## config.mk

```make
export PLATFORM = sky130hd
export DESIGN_NAME = note_demux2_8b_flat
export DESIGN_NICKNAME = d
export VERILOG_FILES = /design/src/rtl/note_demux2_8b_if.sv /design/src/rtl/note_demux2_8b.sv /design/src/flat_wrapper.sv
export SDC_FILE = /design/constraint.sdc
export NUM_CORES = 1
export LEC_CHECK = 0
export CORE_MARGIN = 2
export CORE_UTILIZATION = 44
export DETAILED_ROUTE_END_ITERATION = 6
export GPL_TIMING_DRIVEN = 0
export PLACE_DENSITY = 0.78
export SYNTH_ARGS = -nofsm -noshare
export SYNTH_HDL_FRONTEND = slang
export SYNTH_SLANG_ARGS = --single-unit
```

## constraint.sdc

```tcl
create_clock -name clk -period 1.6 [get_ports clk]
set_input_delay 0.24 -clock clk [delete_from_list [all_inputs] [get_ports clk]]
set_output_delay 0.24 -clock clk [all_outputs]
set_load 0.02 [all_outputs]
```

## src/rtl/note_demux2_8b_if.sv

```systemverilog
// Val/rdy bundle for the 1-to-2 note demultiplexer. It carries one input stream,
// the steering select and two output streams. The master modport is the producer/consumer side.
interface note_demux2_8b_if #(
    parameter int NBITS = 8
);
    logic             in_val;
    logic             in_rdy;
    logic [NBITS-1:0] in_msg;
    logic             sel;

    logic             out0_val;
    logic             out0_rdy;
    logic [NBITS-1:0] out0_msg;

    logic             out1_val;
    logic             out1_rdy;
    logic [NBITS-1:0] out1_msg;

    modport master (
        output in_val, in_msg, sel, out0_rdy, out1_rdy,
        input  in_rdy, out0_val, out0_msg, out1_val, out1_msg
    );

    modport slave (
        input  in_val, in_msg, sel, out0_rdy, out1_rdy,
        output in_rdy, out0_val, out0_msg, out1_val, out1_msg
    );
endinterface

```

## src/rtl/note_demux2_8b.sv

```systemverilog
// Registered 1-to-2 note demultiplexer. Each output has a one-entry buffer that passes words
// straight through, so throughput is full and latency is one cycle. Each output also has a wrapping delivery counter.
module note_demux2_8b #(
    parameter int NBITS = 8
) (
    input  logic                   clk,
    input  logic                   rst,
    note_demux2_8b_if.slave        bus,
    output logic [7:0]             cnt0,
    output logic [7:0]             cnt1
);

    typedef enum logic {
        EMPTY = 1'b0,
        FULL  = 1'b1
    } buf_state_t;

    buf_state_t       state0;
    buf_state_t       state1;
    logic [NBITS-1:0] msg0;
    logic [NBITS-1:0] msg1;

    logic deq0;
    logic deq1;
    logic target_free;
    logic xfer;
    logic enq0;
    logic enq1;

    assign deq0 = (state0 == FULL) && bus.out0_rdy;
    assign deq1 = (state1 == FULL) && bus.out1_rdy;

    // A buffer that is draining this cycle can take the next word, so there is no bubble.
    assign target_free = bus.sel ? ((state1 == EMPTY) || deq1)
                                 : ((state0 == EMPTY) || deq0);

    assign bus.in_rdy = !rst && target_free;
    assign xfer       = bus.in_val && bus.in_rdy;
    assign enq0       = xfer && !bus.sel;
    assign enq1       = xfer &&  bus.sel;

    assign bus.out0_val = (state0 == FULL);
    assign bus.out1_val = (state1 == FULL);
    assign bus.out0_msg = msg0;
    assign bus.out1_msg = msg1;

    // NOTE: sequential state uses non-blocking assignments only. Every register updates from the same pre-edge values.
    always_ff @(posedge clk) begin
        if (rst) begin
            state0 <= EMPTY;
            state1 <= EMPTY;
            msg0   <= '0;
            msg1   <= '0;
            cnt0   <= '0;
            cnt1   <= '0;
        end else begin
            // Data registers load only on enqueue, so an idle in_msg never reaches state.
            if (enq0) begin
                state0 <= FULL;
                msg0   <= bus.in_msg;
            end else if (deq0) begin
                state0 <= EMPTY;
            end

            if (enq1) begin
                state1 <= FULL;
                msg1   <= bus.in_msg;
            end else if (deq1) begin
                state1 <= EMPTY;
            end

            if (deq0) cnt0 <= cnt0 + 8'd1;
            if (deq1) cnt1 <= cnt1 + 8'd1;
        end
    end

endmodule

```

## src/flat_wrapper.sv

```systemverilog
// flat-port wrapper written by rule: the top's interface ports become plain ports
module note_demux2_8b_flat 
#(
    parameter int NBITS = 8
)
  (clk, rst, cnt0, cnt1, bus_in_val, bus_in_msg, bus_sel, bus_out0_rdy, bus_out1_rdy, bus_in_rdy, bus_out0_val, bus_out0_msg, bus_out1_val, bus_out1_msg);
  note_demux2_8b_if #(.NBITS(NBITS)) bus_i ();
  input  logic clk;
  input  logic rst;
  output logic [7:0] cnt0;
  output logic [7:0] cnt1;
  input wire logic [$bits(bus_i.in_val)-1:0] bus_in_val;
  input wire logic [$bits(bus_i.in_msg)-1:0] bus_in_msg;
  input wire logic [$bits(bus_i.sel)-1:0] bus_sel;
  input wire logic [$bits(bus_i.out0_rdy)-1:0] bus_out0_rdy;
  input wire logic [$bits(bus_i.out1_rdy)-1:0] bus_out1_rdy;
  output wire logic [$bits(bus_i.in_rdy)-1:0] bus_in_rdy;
  output wire logic [$bits(bus_i.out0_val)-1:0] bus_out0_val;
  output wire logic [$bits(bus_i.out0_msg)-1:0] bus_out0_msg;
  output wire logic [$bits(bus_i.out1_val)-1:0] bus_out1_val;
  output wire logic [$bits(bus_i.out1_msg)-1:0] bus_out1_msg;
  assign bus_i.in_val = bus_in_val;
  assign bus_i.in_msg = bus_in_msg;
  assign bus_i.sel = bus_sel;
  assign bus_i.out0_rdy = bus_out0_rdy;
  assign bus_i.out1_rdy = bus_out1_rdy;
  assign bus_in_rdy = bus_i.in_rdy;
  assign bus_out0_val = bus_i.out0_val;
  assign bus_out0_msg = bus_i.out0_msg;
  assign bus_out1_val = bus_i.out1_val;
  assign bus_out1_msg = bus_i.out1_msg;
  note_demux2_8b #(.NBITS(NBITS)) u_core (.clk(clk), .rst(rst), .bus(bus_i), .cnt0(cnt0), .cnt1(cnt1));
endmodule
```

# Word-level counts from Yosys, hierarchy flattened
# Index checks and enable logic that the tools add are counted.
# totals
input_bits	14
wordCells	27
mem_bits_rw	0
ff_bits	34
memories	0
latchBits	0
out_inout_bits	35
mem_bits_ro	0
# op_classes
n_shift	0
n_bitwise	2
div_mod_pow	0
n_mux	5
add_sub_neg	2
reduce_logical	12
multipliers	0
eq_ne	0
n_lt_le_gt_ge	0
# op_table
operator	n
adder 8 x 1 -> 8 bit, second input constant	2
logical AND 1 bit	6
two-way mux 1 bit	5
nonzero test 2 bit	2
logical NOT 1 bit	2
logical OR 1 bit	2
NOT 1 bit	2

# Logic depth before layout (Yosys ltp)
# Gate-level depths: netlist (run 1).
# depth
ltp_word	7
mapped_depth	4
depth_no_buf	4

# Least setup slack after synthesis (run 1)
# OpenSTA, ideal clock, no wires.
# synth_path
path_type	flip-flop to output port
from	register u_core.state0, in the netlist u_core.bus.out0_val
to	output bus_in_rdy
slack_ns	-0.030
arrival_time_ns	1.390
t_required_ns	1.360
stages_incl_launch_ff	5
path_cell_list	dfxtp_1 > or2b_2 > buf_2 > nor2_1 > a211oi_1
# synth_via
elab_chain_len	4
# synth_rtl
item	line_no	text
start: declaration	note_demux2_8b.sv:18	buf_state_t state0;
start signal: assignment	note_demux2_8b.sv:50	state0 <= EMPTY;
start signal: assignment	note_demux2_8b.sv:59	state0 <= FULL;
start signal: assignment	note_demux2_8b.sv:62	state0 <= EMPTY;
logical AND 1 bit / NOT 1 bit (equally long branches)	note_demux2_8b.sv:30, note_demux2_8b.sv:35	
logical OR 1 bit *	note_demux2_8b.sv:35	: ((state0 == EMPTY) || deq0);
two-way mux 1 bit *	note_demux2_8b.sv:34	assign target_free = bus.sel ? ((state1 == EMPTY) || deq1)
logical AND 1 bit *	note_demux2_8b.sv:37	assign bus.in_rdy = !rst && target_free;
end: declaration	flat_wrapper.sv:17	output wire logic [$bits(bus_i.in_rdy)-1:0] bus_in_rdy;
# Every way passes the cells marked *; elsewhere a longest branch is shown, timed or not.

# Final worst setup path (run 1)
# layout_path
from	register u_core.msg1[7], in the netlist u_core.bus.out1_msg[7]
to	output bus_out1_msg[7]
# layout_lines
item	line_no	text
start: declaration	note_demux2_8b.sv:21	logic [NBITS-1:0] msg1;
start signal: assignment	note_demux2_8b.sv:67	msg1 <= bus.in_msg;
end: declaration	flat_wrapper.sv:21	output wire logic [$bits(bus_i.out1_msg)-1:0] bus_out1_msg;
# No word-level cell between the ends.

==> metrics.txt, run 1 <==
setup TNS=0 ns; EDFF count, synth=0; Hold Crit Class=input port to flip-flop; total grt overflow=0; DRT Wirelength=~3600 um; Synth Flop Type=dfxtp_1; antenna violations before repair=0; Site Rows=20; CP startpoint kind=flip-flop; Top Ports=49; worst hold slack=approximately 0.43 ns; CTS max path bufs=2; fin nets=roughly 240; Via density=5.464; DP Wirelength=2615 um; count leader, synth=dfxtp_1; cell depth of the worst hold path=3; max frequency=638.3 MHz; die area=3686 um^2; synthesized instance count=about 170; final slew viol count=0; post-synthesis cell type count=27; cell taking the most area after synthesis=dfxtp_1; Leakage=0.7846 nW; Slew headroom=0.6529; per-cell routed wire length=13.53 um; Seq/Total Area, Yosys=0.4810; Yosys top cell area share=0.4810; Clock Tree Root=clkbuf_4; number of global-route vias before repair=1411; Min Clock Period, post-route=1.567 ns; grt met2 use=0.3963; commonest cells in the netlist=34 x dfxtp_1, 30 x a21oi_1, 24 x nand3_1; Setup violations, final=0; mapped cell area=between 1000 and 1500 um^2; CP arrival=between 1 and 1.5 ns; maxcap violations=0; wire length of the first global-routing pass=6030 um; CP max-delay cell=clkdlybuf4s50_1; CP Class=flip-flop to output pin; drt drc=0; IO buf count=48; Vias=1459; CP max stage delay=approximately 0.62 ns; Worst-Skew Late Latency=around 0.33 ns; Routed Antenna Nets=0; outcome=finished, final reports clean; Levels on crit path=1; Synth async-reset ratio=0; First DRT Iteration DRCs=51; Pwr per Cell Area=726.1 nW/um^2; Area Overhead vs Synth=44.12%; Final Hold Viols=0; maximum vdd drop=0.0004788 V; CTS tree=built; CP bufs+invs=1; met1 Use GR=0.2513; Worst Setup End Kind=output pin; largest net degree at the start of global routing=11; r2r worst-path depth=4; Synth Register Bits=34; Setup Skew=0.005117 ns; H-tree level count=2; Starting Density=0.4635; gp weighted congestion=0.8248; Worst EP required=1.36 ns; global route hottest layer=met2; Synthesis Warnings=0; width of the die=60.71 um; Post-Syn Nets=182; gr usage total=0.2209; DR pass1 iterations=5; TritonCTS buffer count=5; Crit path max-delay family=buffers and inverters; slew of the pin with the lowest slew margin=approximately 0.52 ns; Area contributors post-synth=dfxtp_1 48%, a21oi_1 11%, nand3_1 8.5%; Syn Area/Cell=8.525 um^2; critical-path maximum fanout=2; Die Height=approximately 60 um; post-route clock period utilization=0.9791; core area=3053 um^2; crit-path cells=clkdlybuf4s50_1; clock-pin transition on the worst setup and hold timing paths=0.10 ns; met3 Use GR=0.05330; CTS Sinks=34; fraction of layout cells with a size suffix above 1=0.09865; number of fill cells=between 200 and 300; diode count=0
[metal layers]
layer  vias up  share of wire
met4         0          0.021
met5         -              0
met3        10          0.068
li1        718              -
met1       679           0.42
met2        52           0.49
[where the power goes]
group | total, mW | internal, mW | leakage, nW | switching, mW
registers | 0.872 | 0.861 | 0.277 | 0.0112
clock network | 0.436 | 0.166 | 0.0254 | 0.270
logic | 0.173 | 0.0790 | 0.483 | 0.0943
[worst min-delay path, delay by kind of cell]
kind	cells	cell delay, ns
AO/OA/AOI/OAI	1	0.05
buffers and inverters	1	0.32
AND/OR/NAND/NOR	1	0.12
[sequential cells by signal, indices dropped and copies added (netlist names)]
signal	count
u_core.bus.out0_msg	8
u_core.bus.out0_val	1
u_core.bus.out1_msg	8
u_core.bus.out1_val	1
u_core.cnt0	8
u_core.cnt1	8
[area by class of cell]
class                   instances  area (um^2)  area share
inverters                       3        11.26    0.005521
well taps                      44        55.05     0.02699
flip-flops and latches         34        688.2      0.3374
plain buffers                   7        27.53     0.01350
multi-input cells             120        710.7      0.3485
clock buffers                   7        45.04     0.02209
repair buffers                 52        501.7      0.2460
[cells in the final DEF, fill, tap and decap left out, types with 2 or more instances in the layout]
cell / netlist / final
dlygate4sd2_1: 0 / 13
dfxtp_1: 34 / 32
dlymetal6s2s_1: 0 / 4
buf_4: 0 / 5
ha_1: 2 / 2
or3_1: 5 / 5
clkbuf_4: 0 / 5
buf_1: 2 / 2
nand2_1: 7 / 7
nor2_1: 5 / 4
xor2_1: 3 / 3
clkdlybuf4s50_1: 0 / 30
a21oi_1: 30 / 30
o21ai_0: 23 / 22
or4_1: 3 / 3
nand3_1: 24 / 24
o31ai_1: 3 / 3
or3_2: 2 / 2
dfxtp_4: 0 / 2
inv_1: 3 / 3
nand4_1: 2 / 2
clkbuf_1: 6 / 6
[worst paths after layout]
path,startpoint,end,slack (ns)
max,u_core.bus.out1_msg[7],bus_out1_msg[7],0.03
min,bus_out1_rdy,u_core.cnt1[1],0.43
max reg2reg,u_core.cnt0[0],u_core.cnt0[6],0.18
min reg2reg,u_core.bus.out0_msg[0],u_core.bus.out0_msg[0],0.48
[cell families (layout without fill, tap and decap cells)]
family | count (synthesis) | count (layout) | share of synthesized area
adder cells (fa/ha/maj) | 2 | 2 | 0.01768
AO/OA/AOI/OAI | 57 | 57 | 0.2087
flip-flops | 34 | 34 | 0.4810
AND/OR/NAND/NOR | 57 | 57 | 0.2352
XOR/XNOR | 4 | 4 | 0.02476
buffers and inverters | 12 | 69 | 0.03271
[through the flow]
| step | setup WS, ns | area [um^2] | utilization | instances | total power, mW |
|---|---|---|---|---|---|
| finish | 0.03340 | 2039 | 0.6680 | 267 | 1.481 |
| global route | -0.001282 | 2039 | 0.6680 | 267 | 1.532 |
| CTS | -0.04136 | 2014 | 0.6598 | 266 | 1.485 |
| detailed placement | -0.7294 | 1956 | 0.6406 | 258 | 1.063 |
| global placement | -0.7507 | 1956 | 0.6406 | 258 | 1.058 |
| floorplan | 0.1403 | 1420 | - | 166 | 0.9665 |
[repair_timing]
item	4_1_cts	5_1_grt
hold buffers	0	0
buffers inserted	1	3
resized for setup	28	10
endpoints found under the setup margin	12	12
Power figures use the tool's default switching activity.
==> inputs of run 2 (changes only) <==
--- a/config.mk
+++ b/config.mk
@@ -6,10 +6,11 @@
 export NUM_CORES = 1
 export LEC_CHECK = 0
 export CORE_MARGIN = 2
-export CORE_UTILIZATION = 44
+export CORE_UTILIZATION = 47
+export CTS_CLUSTER_DIAMETER = 30
 export DETAILED_ROUTE_END_ITERATION = 6
 export GPL_TIMING_DRIVEN = 0
-export PLACE_DENSITY = 0.78
+export PLACE_DENSITY = 0.83
 export SYNTH_ARGS = -nofsm -noshare
 export SYNTH_HDL_FRONTEND = slang
 export SYNTH_SLANG_ARGS = --single-unit
==> constraint.sdc (replaced) <==
create_clock -name clk -period 2 [get_ports clk]
set_input_delay 0.3 -clock clk [delete_from_list [all_inputs] [get_ports clk]]
set_output_delay 0.3 -clock clk [all_outputs]
set_load 0.02 [all_outputs]
==> run 2 against run 1 <==
Against the previous run:
- the flow now finishes with violations (DRC)
- wire length decreased by 1.8%
- clock power increased by 4.8%
- sequential share of layout area increased by 0.32 points
- combinational power decreased by 24%
- first-iteration DRC count increased by 25%
- utilization increased by 4.8 points
- final area decreased by 1.5%
- clock-buffer cell count increased by 1
- hold slack improved by 0.050 ns
- critical endpoint is now bus_in_rdy
==> metrics.txt, run 2 (synthesis results as in run 1) <==
CTS max path bufs=2; FF-to-FF End=u_core.cnt0[6]; Leakage=0.6615 nW; CP dominant cell by count=buf_2; worst hold slack=about 0.48 ns; Slew headroom=0.6595; DP Wirelength=between 2000 and 3000 um; First DRT Iteration DRCs=64; Hold Crit Class=flip-flop to flip-flop; fin nets=236; diode count=0; antenna violations before repair=0; RSZ-0062 raised after global routing=no; outcome=finished, violations left; Die Height=~59 um; per-cell routed wire length=14.08 um; width of the die=58.87 um; Min Clock Period, post-route=1.850 ns; r2r worst-path depth=4; number of global-route vias before repair=1405; CP bufs+invs=2; slew of the pin with the lowest slew margin=0.5108 ns; Logic pwr share=0.102; DR pass1 iterations=6; clock network fraction of total power=0.355; gr usage total=0.2196; post-route clock period utilization=0.9248; maxcap violations=0; H-tree level count=2; fin area=2009 um^2; largest net degree at the start of global routing=11; Clock Tree Root=clkbuf_4; Via density=between 5 and 6; total grt overflow=0; CP arrival=1.55 ns; critical-path maximum fanout=10; Post-CTS Setup Inserts=0; drt drc=4; number of fill cells=~250; R2R setup slack=0.53 ns; final slew viol count=0; Setup WS pre-CTS=-0.4803 ns; Worst EP required=1.70 ns; Setup violations, final=0; CP startpoint=u_core.bus.out0_val; crit-path cells=or2b_2 -> buf_2 -> nor2_1 -> a211oi_1 -> buf_2; Area Overhead vs Synth=42.00%; failing checks=DRC; CP Class=flip-flop to output pin; gp weighted congestion=roughly 0.8; Placement Cell Area=1934 um^2; Switching Power=297.1 uW; WHS Endpoint=u_core.bus.out0_msg[0]; clock-pin transition on the worst setup and hold timing paths=roughly 0.09 ns; Final Hold Viols=0; cell depth of the worst hold path=2; Worst Setup End Kind=output pin; Pwr per Cell Area=641.0 nW/um^2; CP startpoint kind=flip-flop; CTS Sinks=34; CP max stage delay=0.40 ns; Crit path max-delay family=flip-flops; TritonCTS buffer count=5; most frequent cells in the layout=46 x clkdlybuf4s50_1, 33 x dfxtp_1, 30 x a21oi_1, 24 x nand3_1, 23 x o21ai_0; cell count after placement=245; max frequency=540.7 MHz; Post-Layout Cell Count=252; Starting Density=0.5045; maximum vdd drop=0.0005299 V; Tot Pwr=1.288 mW; worst min-delay path startpoint=u_core.bus.out0_msg[0]; P_int=~990 uW; Setup Skew=0.002919 ns; commonest non-fill, non-tap cell in the layout=clkdlybuf4s50_1; IO buf count=48; fin worst setup slack=approximately 0.15 ns; Util after Layout=0.7163; Worst-Skew Late Latency=0.33 ns; setup TNS=0 ns; Switching Share=0.2307; CP max-delay cell=dfxtp_4; Top Ports=a little under 50; DRT Wirelength=3548 um; die area=about 3500 um^2; Vias=around 1500; CTS tree=built; Worst R2R Start=u_core.cnt0[0]; fraction of layout cells with a size suffix above 1=0.08145; Site Rows=19; register share of total power=0.543; wire length of the first global-routing pass=between 5000 and 6000 um; core area=2805 um^2; Routed Antenna Nets=0
[run 2: changes by cell type in the layout (fill, tap and decap cells not counted), moves of 2 or more]
cell | before | now
clkbuf_8 | 0 | 3
buf_4 | 5 | 0
clkdlybuf4s50_1 | 30 | 46
buf_2 | 0 | 2
dlygate4sd2_1 | 13 | 1
dlymetal6s2s_1 | 4 | 0
[run 2: how the worst max path moves through the flow]
stage                            end  slack, ns  cells past startpoint
after floorplan           bus_in_rdy       0.31                      4
after global placement    bus_in_rdy      -0.48                      6
after detailed placement  bus_in_rdy      -0.48                      6
after CTS                 bus_in_rdy       0.03                      5
after global routing      bus_in_rdy       0.07                      5
final                     bus_in_rdy       0.15                      5
[run 2: area by class of cell]
| cell class | instances | area (um^2) | share of cell area |
|---|---|---|---|
| multi-input combinational | 120 | 690.7 | 0.3437 |
| inverter | 3 | 11.26 | 0.005604 |
| buffer | 8 | 31.28 | 0.01557 |
| sequential | 34 | 684.4 | 0.3406 |
| tap | 31 | 38.79 | 0.01930 |
| clock buffer | 8 | 78.83 | 0.03923 |
| timing repair buffer | 48 | 474.2 | 0.2360 |
[run 2: tightest hold or removal path: cells and delay by family, from the launching register on]
family,cells,cell delay [ns]
AO/OA/AOI/OAI,2,0.13
flip-flops,1,0.32
[run 2: repair_timing]
item,in CTS,in global routing
setup endpoints to repair,1,1
gates resized for setup,7,2
hold buffers,0,0
pin swaps,0,0
[run 2: power groups by stage]
stage | Sequential (mW) | Combinational (mW) | Clock (mW)
after global routing | 0.702 | 0.141 | 0.500
final | 0.699 | 0.132 | 0.457
after floorplan | 0.731 | 0.0418 | 0
after detailed placement | 0.715 | 0.132 | 0
after CTS | 0.699 | 0.132 | 0.467
after global placement | 0.715 | 0.130 | 0
[run 2: per-layer routing]
layer | share of wire | vias up | GRT usage
met3 | 0.080 | 2 | 0.08132
met4 | 0.0054 | 0 | 0.06169
li1 | - | 713 | -
met2 | 0.53 | 59 | 0.4016
met1 | 0.38 | 689 | 0.2344
met5 | 0 | - | 0
